`src/rtl/fnd_scan_pkg.sv`:
```
// Shared definitions for the FND scan decoder: active-low font constants,
// decoded code values, FSM state encoding and small digit-select helpers.
package fnd_scan_pkg;

  // Active-low 7-segment fonts {dp,g,f,e,d,c,b,a} with dp forced off (1)
  localparam logic [7:0] FONT_0     = 8'hC0;
  localparam logic [7:0] FONT_1     = 8'hF9;
  localparam logic [7:0] FONT_2     = 8'hA4;
  localparam logic [7:0] FONT_3     = 8'hB0;
  localparam logic [7:0] FONT_4     = 8'h99;
  localparam logic [7:0] FONT_5     = 8'h92;
  localparam logic [7:0] FONT_6     = 8'h82;
  localparam logic [7:0] FONT_7     = 8'hF8;
  localparam logic [7:0] FONT_8     = 8'h80;
  localparam logic [7:0] FONT_9     = 8'h90;
  localparam logic [7:0] FONT_BLANK = 8'hFF;

  // Decoded codes for a dark digit and an unrecognised pattern
  localparam logic [3:0] CODE_BLANK = 4'hF;
  localparam logic [3:0] CODE_ERR   = 4'hE;

  // Capture FSM states
  typedef enum logic [1:0] {
    ST_IDLE    = 2'd0,
    ST_SETTLE  = 2'd1,
    ST_CAPTURE = 2'd2,
    ST_HOLD    = 2'd3
  } fnd_state_e;

  // True when exactly one digit-select line is driven low
  function automatic logic comm_is_sel(input logic [3:0] comm);
    return ($countones(~comm) == 1);
  endfunction

  // Active-high slot mask for an active-low one-hot digit select
  function automatic logic [3:0] comm_to_mask(input logic [3:0] comm);
    return ~comm;
  endfunction

endpackage

```
`src/rtl/fnd_glyph_dec.sv`:
```
// Combinational 7-segment font decoder. The dp bit is ignored; the segment
// pattern maps to a digit code, CODE_BLANK for a dark digit or CODE_ERR
// (with o_err raised) for anything unrecognised.
module fnd_glyph_dec
  import fnd_scan_pkg::*;
(
  input  logic [7:0] i_font,
  output logic [3:0] o_code,
  output logic       o_err
);

  logic [7:0] w_seg;

  // Force dp off so the lookup only sees the seven segments
  assign w_seg = {1'b1, i_font[6:0]};

  // Map the segment pattern to its digit code
  always_comb begin
    o_code = CODE_ERR;
    o_err  = 1'b0;
    case (w_seg)
      FONT_0:     o_code = 4'd0;
      FONT_1:     o_code = 4'd1;
      FONT_2:     o_code = 4'd2;
      FONT_3:     o_code = 4'd3;
      FONT_4:     o_code = 4'd4;
      FONT_5:     o_code = 4'd5;
      FONT_6:     o_code = 4'd6;
      FONT_7:     o_code = 4'd7;
      FONT_8:     o_code = 4'd8;
      FONT_9:     o_code = 4'd9;
      FONT_BLANK: o_code = CODE_BLANK;
      default: begin
        o_code = CODE_ERR;
        o_err  = 1'b1;
      end
    endcase
  end

endmodule

```
`src/rtl/fnd_scan_decoder.sv`:
```
// FND scan decoder: watches a multiplexed 4-digit 7-segment drive
// (fnd_comm / fnd_font), samples each digit once its inputs have settled,
// and publishes a complete 4-digit frame once every position was seen.
// Optional macro FND_SCAN_STALL_EN adds a stall detector on fnd_comm.
//
// Output protocol: frame_valid is a single-cycle strobe with no ready;
// digit/dp change only on the cycle frame_valid is high and hold otherwise.
module fnd_scan_decoder
  import fnd_scan_pkg::*;
#(
  parameter int SETTLE_CYC = 4,
  parameter int STALL_CYC  = 1_000_000
) (
  input  logic        clk,
  input  logic        reset,
  input  logic [3:0]  fnd_comm,
  input  logic [7:0]  fnd_font,
  output logic [15:0] digit,
  output logic [3:0]  dp,
  output logic        frame_valid,
  output logic        glyph_err,
  output logic        comm_err,
  output logic        stall,
  output logic [1:0]  dbg_state
);

  localparam int              CW         = $clog2(SETTLE_CYC + 1) + 1;
  localparam logic [CW-1:0]   SETTLE_MAX = CW'(SETTLE_CYC);

  fnd_state_e    r_state;
  fnd_state_e    w_state_nxt;

  logic [3:0]    r_prev_comm;
  logic [7:0]    r_prev_font;
  logic [CW-1:0] r_stable;
  logic [CW-1:0] w_stable_now;

  logic          w_blank;
  logic          w_sel;
  logic          w_bad;
  logic          w_change;
  logic          w_settled;
  logic          w_latch;

  logic [3:0]    w_dec_code;
  logic          w_dec_err;

  logic [3:0]    r_cap_comm;
  logic [3:0]    r_cap_code;
  logic          r_cap_dp;
  logic          r_cap_err;

  logic [15:0]   r_shadow_code;
  logic [3:0]    r_shadow_dp;
  logic [3:0]    r_seen;

  logic [3:0]    w_slot_mask;
  logic [15:0]   w_merged_code;
  logic [3:0]    w_merged_dp;
  logic [3:0]    w_merged_seen;
  logic          w_done;

  logic [15:0]   r_digit;
  logic [3:0]    r_dp;
  logic          r_frame_valid;
  logic          r_glyph_err;
  logic          r_comm_err;

  fnd_glyph_dec u_glyph_dec (
    .i_font (fnd_font),
    .o_code (w_dec_code),
    .o_err  (w_dec_err)
  );

  // Classify the digit select and detect any input change since last cycle
  always_comb begin
    w_blank  = (fnd_comm == 4'hF);
    w_sel    = comm_is_sel(fnd_comm);
    w_bad    = !w_blank && !w_sel;
    w_change = (fnd_comm != r_prev_comm) || (fnd_font != r_prev_font);
  end

  // Count of consecutive cycles (including this one) with unchanged inputs
  always_comb begin
    w_stable_now = r_stable;
    if (w_change)
      w_stable_now = CW'(1);
    else if (r_stable < SETTLE_MAX)
      w_stable_now = r_stable + CW'(1);
    w_settled = w_sel && (w_stable_now >= SETTLE_MAX);
  end

  // Track previous inputs and the stability count; blank/invalid clears it
  always_ff @(posedge clk) begin
    if (reset) begin
      r_prev_comm <= 4'hF;
      r_prev_font <= 8'hFF;
      r_stable    <= '0;
    end else begin
      r_prev_comm <= fnd_comm;
      r_prev_font <= fnd_font;
      r_stable    <= w_sel ? w_stable_now : '0;
    end
  end

  // Next-state logic of the capture FSM
  always_comb begin
    w_state_nxt = r_state;
    w_latch     = 1'b0;
    case (r_state)
      ST_IDLE: begin
        if (w_sel)
          w_state_nxt = ST_SETTLE;
      end
      ST_SETTLE: begin
        if (!w_sel) begin
          w_state_nxt = ST_IDLE;
        end else if (w_settled) begin
          w_state_nxt = ST_CAPTURE;
          w_latch     = 1'b1;
        end
      end
      ST_CAPTURE: begin
        w_state_nxt = ST_HOLD;
      end
      ST_HOLD: begin
        if (!w_sel)
          w_state_nxt = ST_IDLE;
        else if (fnd_comm != r_cap_comm)
          w_state_nxt = ST_SETTLE;
      end
      default: w_state_nxt = ST_IDLE;
    endcase
  end

  // FSM state register
  always_ff @(posedge clk) begin
    if (reset)
      r_state <= ST_IDLE;
    else
      r_state <= w_state_nxt;
  end

  // Freeze the settled sample so CAPTURE is immune to inputs moving on
  always_ff @(posedge clk) begin
    if (reset) begin
      r_cap_comm <= 4'hF;
      r_cap_code <= CODE_BLANK;
      r_cap_dp   <= 1'b0;
      r_cap_err  <= 1'b0;
    end else if (w_latch) begin
      r_cap_comm <= fnd_comm;
      r_cap_code <= w_dec_code;
      r_cap_dp   <= ~fnd_font[7];
      r_cap_err  <= w_dec_err;
    end
  end

  // Shadow frame with the frozen sample merged into its slot
  always_comb begin
    w_slot_mask   = comm_to_mask(r_cap_comm);
    w_merged_code = r_shadow_code;
    w_merged_dp   = r_shadow_dp;
    for (int i = 0; i < 4; i++) begin
      if (w_slot_mask[i]) begin
        w_merged_code[i*4 +: 4] = r_cap_code;
        w_merged_dp[i]          = r_cap_dp;
      end
    end
    w_merged_seen = r_seen | w_slot_mask;
    w_done        = &w_merged_seen;
  end

  // Write the shadow slot in CAPTURE and publish when all four are seen
  always_ff @(posedge clk) begin
    if (reset) begin
      r_shadow_code <= '0;
      r_shadow_dp   <= '0;
      r_seen        <= '0;
      r_digit       <= 16'hFFFF;
      r_dp          <= 4'h0;
      r_frame_valid <= 1'b0;
    end else begin
      r_frame_valid <= 1'b0;
      if (r_state == ST_CAPTURE) begin
        r_shadow_code <= w_merged_code;
        r_shadow_dp   <= w_merged_dp;
        if (w_done) begin
          r_digit       <= w_merged_code;
          r_dp          <= w_merged_dp;
          r_frame_valid <= 1'b1;
          r_seen        <= '0;
        end else begin
          r_seen        <= w_merged_seen;
        end
      end
    end
  end

  // Sticky error flags, cleared only by reset
  always_ff @(posedge clk) begin
    if (reset) begin
      r_glyph_err <= 1'b0;
      r_comm_err  <= 1'b0;
    end else begin
      if (r_state == ST_CAPTURE && r_cap_err)
        r_glyph_err <= 1'b1;
      if (w_bad)
        r_comm_err <= 1'b1;
    end
  end

`ifdef FND_SCAN_STALL_EN
  localparam int            SW        = $clog2(STALL_CYC + 1);
  localparam logic [SW-1:0] STALL_MAX = SW'(STALL_CYC);

  logic [SW-1:0] r_stall_cnt;
  logic          r_stall;

  // Count cycles without a digit-select change; flag once the limit is hit
  always_ff @(posedge clk) begin
    if (reset) begin
      r_stall_cnt <= '0;
      r_stall     <= 1'b0;
    end else if (fnd_comm != r_prev_comm) begin
      r_stall_cnt <= '0;
      r_stall     <= 1'b0;
    end else begin
      if (r_stall_cnt != STALL_MAX)
        r_stall_cnt <= r_stall_cnt + SW'(1);
      if (r_stall_cnt >= STALL_MAX - SW'(1))
        r_stall <= 1'b1;
    end
  end

  assign stall = r_stall;
`else
  assign stall = 1'b0;
`endif

  assign digit       = r_digit;
  assign dp          = r_dp;
  assign frame_valid = r_frame_valid;
  assign glyph_err   = r_glyph_err;
  assign comm_err    = r_comm_err;
  assign dbg_state   = r_state;

endmodule

```
`config.mk`:
```
export PLATFORM = sky130hd
export DESIGN_NAME = fnd_scan_decoder
export DESIGN_NICKNAME = d
export VERILOG_FILES = /design/src/rtl/fnd_scan_pkg.sv /design/src/rtl/fnd_glyph_dec.sv /design/src/rtl/fnd_scan_decoder.sv
export SDC_FILE = /design/constraint.sdc
export NUM_CORES = 1
export LEC_CHECK = 0
export CAP_MARGIN = 20
export CELL_PAD_IN_SITES_DETAIL_PLACEMENT = 1
export CELL_PAD_IN_SITES_GLOBAL_PLACEMENT = 1
export CORE_MARGIN = 2
export CORE_UTILIZATION = 40
export DETAILED_ROUTE_END_ITERATION = 12
export MAX_ROUTING_LAYER = met4
export PLACE_DENSITY = 0.83
export SLEW_MARGIN = 40
export SYNTH_ARGS = -nofsm -noshare
export SYNTH_HDL_FRONTEND = slang
export SYNTH_SLANG_ARGS = --single-unit
```
`constraint.sdc`:
```
create_clock -name clk -period 4.71 [get_ports clk]
set_input_delay 0.942 -clock clk [delete_from_list [all_inputs] [get_ports clk]]
set_output_delay 0.942 -clock clk [all_outputs]
set_load 0.1 [all_outputs]
```
### Word-level counts from Yosys, hierarchy flattened

Index checks and enable logic that the tools add are counted.

| storage, ports and cells | value |
|---|---|
| output and inout port bits | 26 |
| memories | 0 |
| bits in read-only memories | 0 |
| memory bits (writable) | 0 |
| flip-flop bits (word level) | 75 |
| bits in latches | 0 |

| operators by class | value |
|---|---|
| muxes and demuxes | 23 |
| order comparisons | 2 |
| $add $sub $neg | 4 |
| bitwise logic cells | 6 |
| div/mod/pow operators | 0 |
| shift operators | 0 |
| eq/ne operators | 21 |
| multipliers | 0 |
| reduce and logical (&&, ||, !) cells | 14 |

Operators with widths:

| kind | count |
|---|---|
| case mux 4 bit (11 select lines) | 1 |
| == test 7 bit, second input constant | 4 |
| 2-to-1 mux 4 bit | 7 |
| == test 7 x 5 -> 1 bit, second input constant | 3 |
| == test 7 x 6 -> 1 bit, second input constant | 2 |
| OR reduction 11 bit | 1 |
| 2-to-1 mux 2 bit | 5 |
| 2-to-1 mux 1 bit | 9 |
| != test 4 bit | 2 |
| != test 8 bit | 1 |
| inverter 4 bit | 2 |
| case mux 2 bit (4 select lines) | 1 |
| == test 7 x 2 -> 1 bit, second input constant | 1 |
| zero test 7 bit | 1 |
| != test 3 bit, second input constant | 2 |
| AND reduction 5 bit | 1 |
| adder 1 x 1 -> 2 bit | 2 |
| adder 4 x 1 -> 4 bit, second input constant | 1 |
| == test 2 bit, second input constant | 2 |
| == test 4 bit, second input constant | 1 |
| >= comparator 4 x 3 -> 1 bit, second input constant | 1 |
| less-than comparator 4 x 3 -> 1 bit, second input constant | 1 |
| OR 4 bit | 1 |
| AND reduction 4 bit | 1 |
| other kinds (11) | 17 |

### Logic depth before layout (Yosys ltp)

Gate-level depths: netlist of the first run.

| logic depth | value |
|---|---|
| depth after elaboration | 8 |
| mapped depth | 10 |

### Cells and area by module

Synthesis of the first run repeated with hierarchy kept, for this count alone.

| unflattened totals | value |
|---|---|
| cell total of the unflattened synthesis | 385 |
| area, all modules | 3452.1 um2 |

Modules (own cells, without submodules):

| module | area an instance (um2) | times used | cells an instance | seq. area each (um2) |
|---|---|---|---|---|
| fnd_scan_decoder | 3205.6 | 1 | 348 | 1501.4 |
| fnd_glyph_dec | 246.5 | 1 | 37 | 0.0 |

### Least setup slack after synthesis of the first run

No wires, ideal clock.

| path | value |
|---|---|
| path type | input -> register |
| from | in fnd_comm[0] |
| to | reg r_cap_comm[0] |
| cell stages on the path | 10 |
| buffers on the path | 1 |
| path slack | 1007 ps |
| arrival time | 3573 ps |
| library setup time | 130 ps |
| cell sequence | fa_1 > inv_1 > ha_1 > ha_1 > or3b_4 > or4b_4 > nor4_4 > buf_6 > mux2i_1 > nand2_1 |

| between the ends | value |
|---|---|
| cells in the longest elaborated chain, start to end | 8 |
| elaborated cells on any way between the ends | 12 |
| those cells by class | add/sub: 2; order compare: 1; eq/ne: 2; mux: 4; bitwise: 1; reduce/logical: 2 |

RTL lines:

| what | line | text |
|---|---|---|
| start, declared | fnd_scan_decoder.sv:16 | `input logic [3:0] fnd_comm,` |
| != test 4 bit or inverter 4 bit (tied branches) | fnd_scan_decoder.sv:80, fnd_scan_pkg.sv:32 |  |
| logical OR 1 bit or adder 1 x 1 -> 2 bit (tied branches) | fnd_scan_decoder.sv:80, fnd_scan_pkg.sv:32 |  |
| 2-to-1 mux 4 bit or adder 2 x 2 -> 3 bit (tied branches) | fnd_scan_decoder.sv:86, fnd_scan_pkg.sv:32 |  |
| >= comparator 4 x 3 -> 1 bit or == test 3 x 1 -> 1 bit (tied branches) | fnd_scan_decoder.sv:90, fnd_scan_pkg.sv:32 |  |
| logical AND 1 bit | fnd_scan_decoder.sv:90 | `w_settled = w_sel && (w_stable_now >= SETTLE_MAX);` |
| 2-to-1 mux 1 bit | fnd_scan_decoder.sv:118 | `end else if (w_settled) begin` |
| 2-to-1 mux 1 bit | fnd_scan_decoder.sv:116 | `if (!w_sel) begin` |
| 2-to-1 mux 1 bit | fnd_scan_decoder.sv:110 | `case (r_state)` |
| end signal, assigned | fnd_scan_decoder.sv:152 | `r_cap_comm <= fnd_comm;` |
| end, declared | fnd_scan_decoder.sv:48 | `logic [3:0] r_cap_comm;` |

Parallel ways exist; a longest one is shown, timed or not.
A chain may end at the register's enable or synchronous reset.

### Worst setup path in the final report of the first run

Ends and elaborated chain as after synthesis.

==> results of run 1 <==
cell type report:
cell class	instances	area (um^2)
Clock inverter	6	41.29
Inverter	8	30.03
Timing Repair Buffer	43	287.8
Multi-Input combinational cell	253	1593
Fill cell	950	4129
Sequential cell	75	1501
Tap cell	102	127.6
Clock buffer	10	137.6
Yosys cell counts, drive strengths merged, types with 2 or more instances:
library cell | number | area (um^2)
buf | 11 | 68.82
xnor2 | 17 | 148.9
nand2 | 47 | 176.4
or2 | 10 | 62.56
nand3 | 3 | 15.01
dfxtp | 75 | 1501
a211oi | 7 | 52.55
nor2 | 24 | 90.09
nor2b | 2 | 12.51
a31oi | 2 | 12.51
o211ai | 16 | 120.1
ha | 4 | 50.05
clkbuf | 22 | 82.58
nand4 | 5 | 31.28
a21oi | 28 | 140.1
and3 | 2 | 12.51
inv | 8 | 30.03
o21ai | 25 | 125.1
nor3 | 9 | 45.04
o21a | 4 | 30.03
mux2i | 27 | 270.3
nand2b | 5 | 31.28
metal layers:
layer / global-route usage [%] / routed length (um) / up-vias
met5: - / 0 / -
met4: 5.072 / 89 / 0
met3: 5.108 / 255 / 8
met2: 31.07 / 3662 / 34
met1: 24.31 / 3636 / 1281
li1: - / - / 1316
through the flow:
| step | worst slack (ns) | hold slack, ns | utilization (%) | power (W) |
|---|---|---|---|---|
| detailed placement | 0.2614 | 0.4466 | 45.11 | 0.0007598 |
| global placement | 0.4482 | 0.4418 | 46.73 | 0.0007577 |
| floorplan | 1.007 | 0.4320 | - | 0.0007306 |
| finish | 0.6438 | 0.4671 | 47.39 | 0.001193 |
| global route | 0.5133 | 0.4879 | 47.39 | 0.001250 |
| CTS | 0.6437 | 0.4704 | 47.39 | 0.001207 |
state kept, by name, summed over array words and instances, names as in the netlist, named ones only:
signal         flops
r_seen             4
r_prev_font        8
r_cap_dp           1
dbg_state          1
r_cap_comm         4
r_cap_err          1
r_prev_comm        4
digit             16
r_cap_code         4
r_shadow_dp        4
dp                 4
frame_valid        1
r_stable           4
r_shadow_code     16
glyph_err          1
comm_err           1
cells by family (layout without fill, tap and decap cells):
group,after synthesis,count (layout),synth area share [%]
AOI/OAI and AO/OA,89,89,16.51
buffers and inverters,41,67,5.543
muxes,27,27,8.257
adders and majority gates,5,5,2.141
DFF,75,75,45.87
other,1,1,0.1146
and+or+nand+nor,113,113,16.74
xor gates and xnor gates,18,18,4.816
path summary, 6_finish.rpt:
kind,end,slack (ns),start,cells after the start
max,r_cap_comm[0],0.64,fnd_comm[0],11
max reg2reg,dp[0],2.78,flop,5
min reg2reg,r_seen[3],0.47,r_seen[3],1
min,r_seen[3],0.47,r_seen[3],1
cells in the final DEF, fill, tap and decap left out, types with 9 or more instances in the layout:
cell / Yosys / layout
nor2_1: 24 / 24
nor3_1: 9 / 9
buf_2: 4 / 26
a21oi_1: 28 / 28
or2_2: 10 / 10
o21ai_0: 25 / 25
mux2i_1: 27 / 27
o211ai_1: 16 / 16
clkdlybuf4s50_1: 0 / 12
dfxtp_1: 75 / 75
nand2_1: 47 / 47
xnor2_1: 17 / 17
clkbuf_8: 0 / 10
where the power goes:
part	total, W	internal [W]	switching, W
logic	0.0000982	0.0000368	0.0000614
registers	0.000646	0.000642	0.00000450
clock network	0.000448	0.000204	0.000244
==> impl_metrics.tcl, run 1 <==
set metrics [dict create \
    antenna_found_initial 0 \
    drive_gt1_share_pct 15.70 \
    cts_sinks 75 \
    worstPathBufferInverterCount 3 \
    drt_iter0_markers 98 \
    worstPathRequired_ns 4.93 \
    fin_area_mm2 0.003719 \
    areaGrowthSynthToFinish_pct 13.61 \
    yosys.cell_types.count 42 \
    crit_fanout 6 \
    critPathTopFamily "simple AND/OR/NAND/NOR gates" \
    pin_count 40 \
    diodes 0 \
    cts_made_buffers 9 \
    seq_area_frac_synth_pct 45.87 \
    placed_area_mm2 0.003540 \
    avgRoutedWirePerCell_um 15.38 \
    grt_pass1_vias 2661 \
    worst_pin_slew_ns 0.6349 \
    synth_edf_count 0 \
    cts_root_buf "clkbuf_8" \
    netlist_area_mm2 0.003273 \
    finalSetupViolations 0 \
    critPathSlowestCell "fa_1" \
    clock_path_buffers 2 \
    hp-class "reg -> reg" \
    die_area_mm2 0.008923 \
    finalWirelength_mm 7.644 \
    ctsHoldBuffers 0 \
    grt-ovfl-total 0 \
    p_leak_nw 1.558 \
    h-tree-depth 3 \
    path_cells "clkdlybuf4s50_1 -> fa_1 -> inv_1 -> ha_1 -> ha_1 -> or3b_4 -> or4b_4 -> nor4_4 -> buf_4 -> mux2i_1 -> nand2_1" \
    worstPathArrival_ns 4.29 \
    dp_hpwl_mm 5.339 \
    status "complete, no violations" \
    via_per_inst 5.310 \
    synth_seq_cells 75 \
    ir_worst_vdd_mv 0.1677 \
    fin_cells 497 \
    final_nets 409 \
    syn_area_per_cell_um2 8.870 \
    min_period_ns 4.066 \
    rows 32 \
    port_buffers 38 \
    detail-route-antenna-nets 0 \
    fin_tns_setup_ns 0 \
    ctsResizeCount 0 \
    drtPass1Iterations 4 \
    core-area_mm2 0.007848 \
    skew_ns 0.009398 \
    max_freq_mhz 245.9 \
    groute.usage.overall_pct 19.35 \
    max_cap_viol_count 0 \
    insertion_delay_ns 0.35 \
    num_vias 2639 \
    p_per_area_mw_per_mm2 320.8 \
    fp.dieW_um 94.46 \
    rsz0062_at_grt "false" \
    period_share_pct 86.33 \
    startpoint_type "input pin" \
    clk_pin_slew_ns 0.08 \
    syn_inst 369 \
    fp.dieH_um 94.46 \
    cts_tree "done" \
    syn_nets 388 \
    crit_top_cell "ha_1" \
    synth-main-ff-cell "dfxtp_1" \
    critical_path_class "in -> reg" \
    grt_pass1_wl_mm 13.01 \
    max_stage_delay_ns 0.61 \
    synth-async-reset-ratio_pct 0 \
    yosysWarnings 0 \
    drcViolationCount 0 \
    start_util_pct 41.71 \
    cts_setup_buffers 0 \
    end_kind "flop" \
    placed_cells 481 \
    hold_violations 0 \
    slew_violations 0 \
    grt_max_degree 34 \
    gp_congestion 0.8203 \
    relSlewSlack_pct 57.62 \
]
(Power assumes the default switching activity.)
==> inputs of run 2 (changes only) <==
HOLD_SLACK_MARGIN = 0.1   (was default)
==> results of run 2 <==
Final layout, timing and power as in run 1 (identical DEF).
==> inputs of run 3 (changes only) <==
CORE_UTILIZATION = 38   (was 40)
CTS_CLUSTER_SIZE = 14   (was default)
clock period = 3.7 ns   (was 4.71 ns; I/O delays follow)
==> run 3 against run 2 <==
Clock power rose by 65%. Register-to-register slack got worse by 1.2 ns. Total power rose by 42%. Die area rose by 5.0%. Combinational power rose by 38%. Largest power group unchanged. First-iteration DRC count rose by 19%. Clock skew rose by 0.0026 ns. Final area rose by 4.6%. Worst hold slack improved by 0.0060 ns. Wire length rose by 4.7%. Largest cell class unchanged. Final cell count rose by 2.0%. Critical path depth rose by 1.
==> impl_metrics.tcl, run 3 (synthesis gave the netlist of run 1 again) <==
set metrics [dict create \
    fin_tns_setup_ns 0 \
    die_area_mm2 0.009372 \
    internal_power_w 0.001314 \
    clock_path_buffers 2 \
    mostFrequentLayoutCell "dfxtp_1" \
    core-area_mm2 0.008299 \
    end_kind "flop" \
    r2r-end "r_cap_comm[2]" \
    relSlewSlack_pct 54.58 \
    slew_violations 0 \
    final_nets 417 \
    pin_count 40 \
    fp.dieH_um 96.81 \
    port_buffers 38 \
    diodes 0 \
    placed_cells 488 \
    max_freq_mhz 284.8 \
    ctsHoldBuffers 0 \
    p_per_area_mw_per_mm2 436.0 \
    crit_fanout 6 \
    insertion_delay_ns 0.35 \
    sequentialPowerShare_pct 48.5 \
    clk_pin_slew_ns 0.07 \
    skew_ns 0.01202 \
    ir_worst_vdd_mv 0.2723 \
    switching_share_pct 22.52 \
    combPwrFrac_pct 8.0 \
    grt_pass1_vias 2682 \
    start_util_pct 39.44 \
    fp.dieW_um 96.81 \
    drt_iter0_markers 117 \
    grt_max_degree 39 \
    num_vias 2645 \
    total_power_w 0.001696 \
    rsz0062_at_grt "false" \
    min_period_ns 3.511 \
    drive_gt1_share_pct 16.92 \
    gp_congestion 0.7864 \
    rrSetupSlack_ns 1.58 \
    worstPathArrival_ns 3.72 \
    hold_depth 1 \
    finalWirelength_mm 8.004 \
    p_leak_nw 1.661 \
    dp_slack_ns -0.2782 \
    fin_cells 507 \
    finish.utilization_pct 46.87 \
    dp_hpwl_mm 5.304 \
    layout_setup_ws_ns 0.1889 \
    p_switching_w 0.0003820 \
    hold_violations 0 \
    startpoint_type "input pin" \
    avgRoutedWirePerCell_um 15.79 \
    cts_made_buffers 9 \
    cts_root_buf "clkbuf_8" \
    mostFrequentLayoutCells "dfxtp_1, nand2_1, a21oi_1, mux2i_1" \
    cts_tree "done" \
    grt-ovfl-total 0 \
    rows 33 \
    cts_sinks 75 \
    min_to "r_seen[2]" \
    antenna_found_initial 0 \
    worst_pin_slew_ns 0.6804 \
    critical_path_class "in -> reg" \
    max_cap_viol_count 0 \
    reg2regPathDepth 8 \
    grt_pass1_wl_mm 13.03 \
    finalSetupViolations 0 \
    period_share_pct 94.89 \
    detail-route-antenna-nets 0 \
    groute.usage.overall_pct 17.42 \
    clock_power_share_pct 43.4 \
    worstPathRequired_ns 3.91 \
    hp-class "reg -> reg" \
    areaGrowthSynthToFinish_pct 18.85 \
    status "complete, no violations" \
    h-tree-depth 3 \
    hold_start "r_seen[2]" \
    via_per_inst 5.217 \
    reg2reg_from "r_stable[0]" \
    drtPass1Iterations 4 \
    drcViolationCount 0 \
]
run 3: cell count changes in the layout (fill, tap and decap cells not counted), sizes merged:
cell,previous run,this run
clkinv,3,1
clkinvlp,3,1
clkdlybuf4s50,12,10
dlymetal6s2s,0,3
bufinv,0,3
clkbuf,10,11
buf,31,37
run 3: cell type report:
type / count / area [um^2]
Clock buffer: 10 / 127.6
Sequential cell: 75 / 1501
Multi-Input combinational cell: 253 / 1607
Tap cell: 105 / 131.4
Timing Repair Buffer: 51 / 390.4
Inverter: 8 / 30.03
Fill cell: 961 / 4409
Clock inverter: 5 / 102.6
run 3: critical path, stage by stage:
cell and delay (ns):
dlymetal6s2s_1 0.16, fa_1 0.55, inv_1 0.04, ha_1 0.20, ha_4 0.22, or3b_4 0.40
or4b_4 0.53, nor4_4 0.26, clkbuf_16 0.18, buf_4 0.15, mux2i_1 0.20, nand2_1 0.08
run 3: how the worst max path moves through the flow:
| stage | from | endpoint |
|---|---|---|
| floorplan | fnd_comm[0] | r_cap_comm[0] |
| CTS | fnd_comm[0] | r_cap_err |
| finish | fnd_comm[0] | r_cap_comm[2] |
| detailed placement | fnd_comm[0] | r_cap_comm[0] |
| global route | fnd_comm[0] | r_cap_comm[2] |
| global placement | fnd_comm[0] | r_cap_comm[2] |
run 3: per-stage QoR:
stage                     hold slack (ns)  cell area (um^2)
after floorplan                    0.4320              3273
after global placement             0.4398              3714
after detailed placement           0.4530              3588
after CTS                          0.4708              3819
after global routing               0.4858              3890
final                              0.4731              3890
run 3: metal layers:
metal	share of wire (%)	up-vias	GRT usage, %
li1	-	1324	-
met1	46	1256	21.01
met2	49	57	28.69
met3	3.6	8	3.974
met4	1.4	0	6.067
met5	0	-	-
run 3: timing repair:
action | CTS | global route
setup endpoints to repair | 0 | 8
endpoints found under the hold margin | 0 | 0
buffers inserted | 0 | 4
resized for setup | 0 | 8
run 3: power by group through the flow:
stage | sequential (W) | clock, W | combinational [W]
floorplan | 0.000859 | 0 | 0.0000713
global placement | 0.000842 | 0 | 0.000128
detailed placement | 0.000842 | 0 | 0.000131
CTS | 0.000823 | 0.000756 | 0.000134
global route | 0.000824 | 0.000781 | 0.000147
finish | 0.000823 | 0.000737 | 0.000136
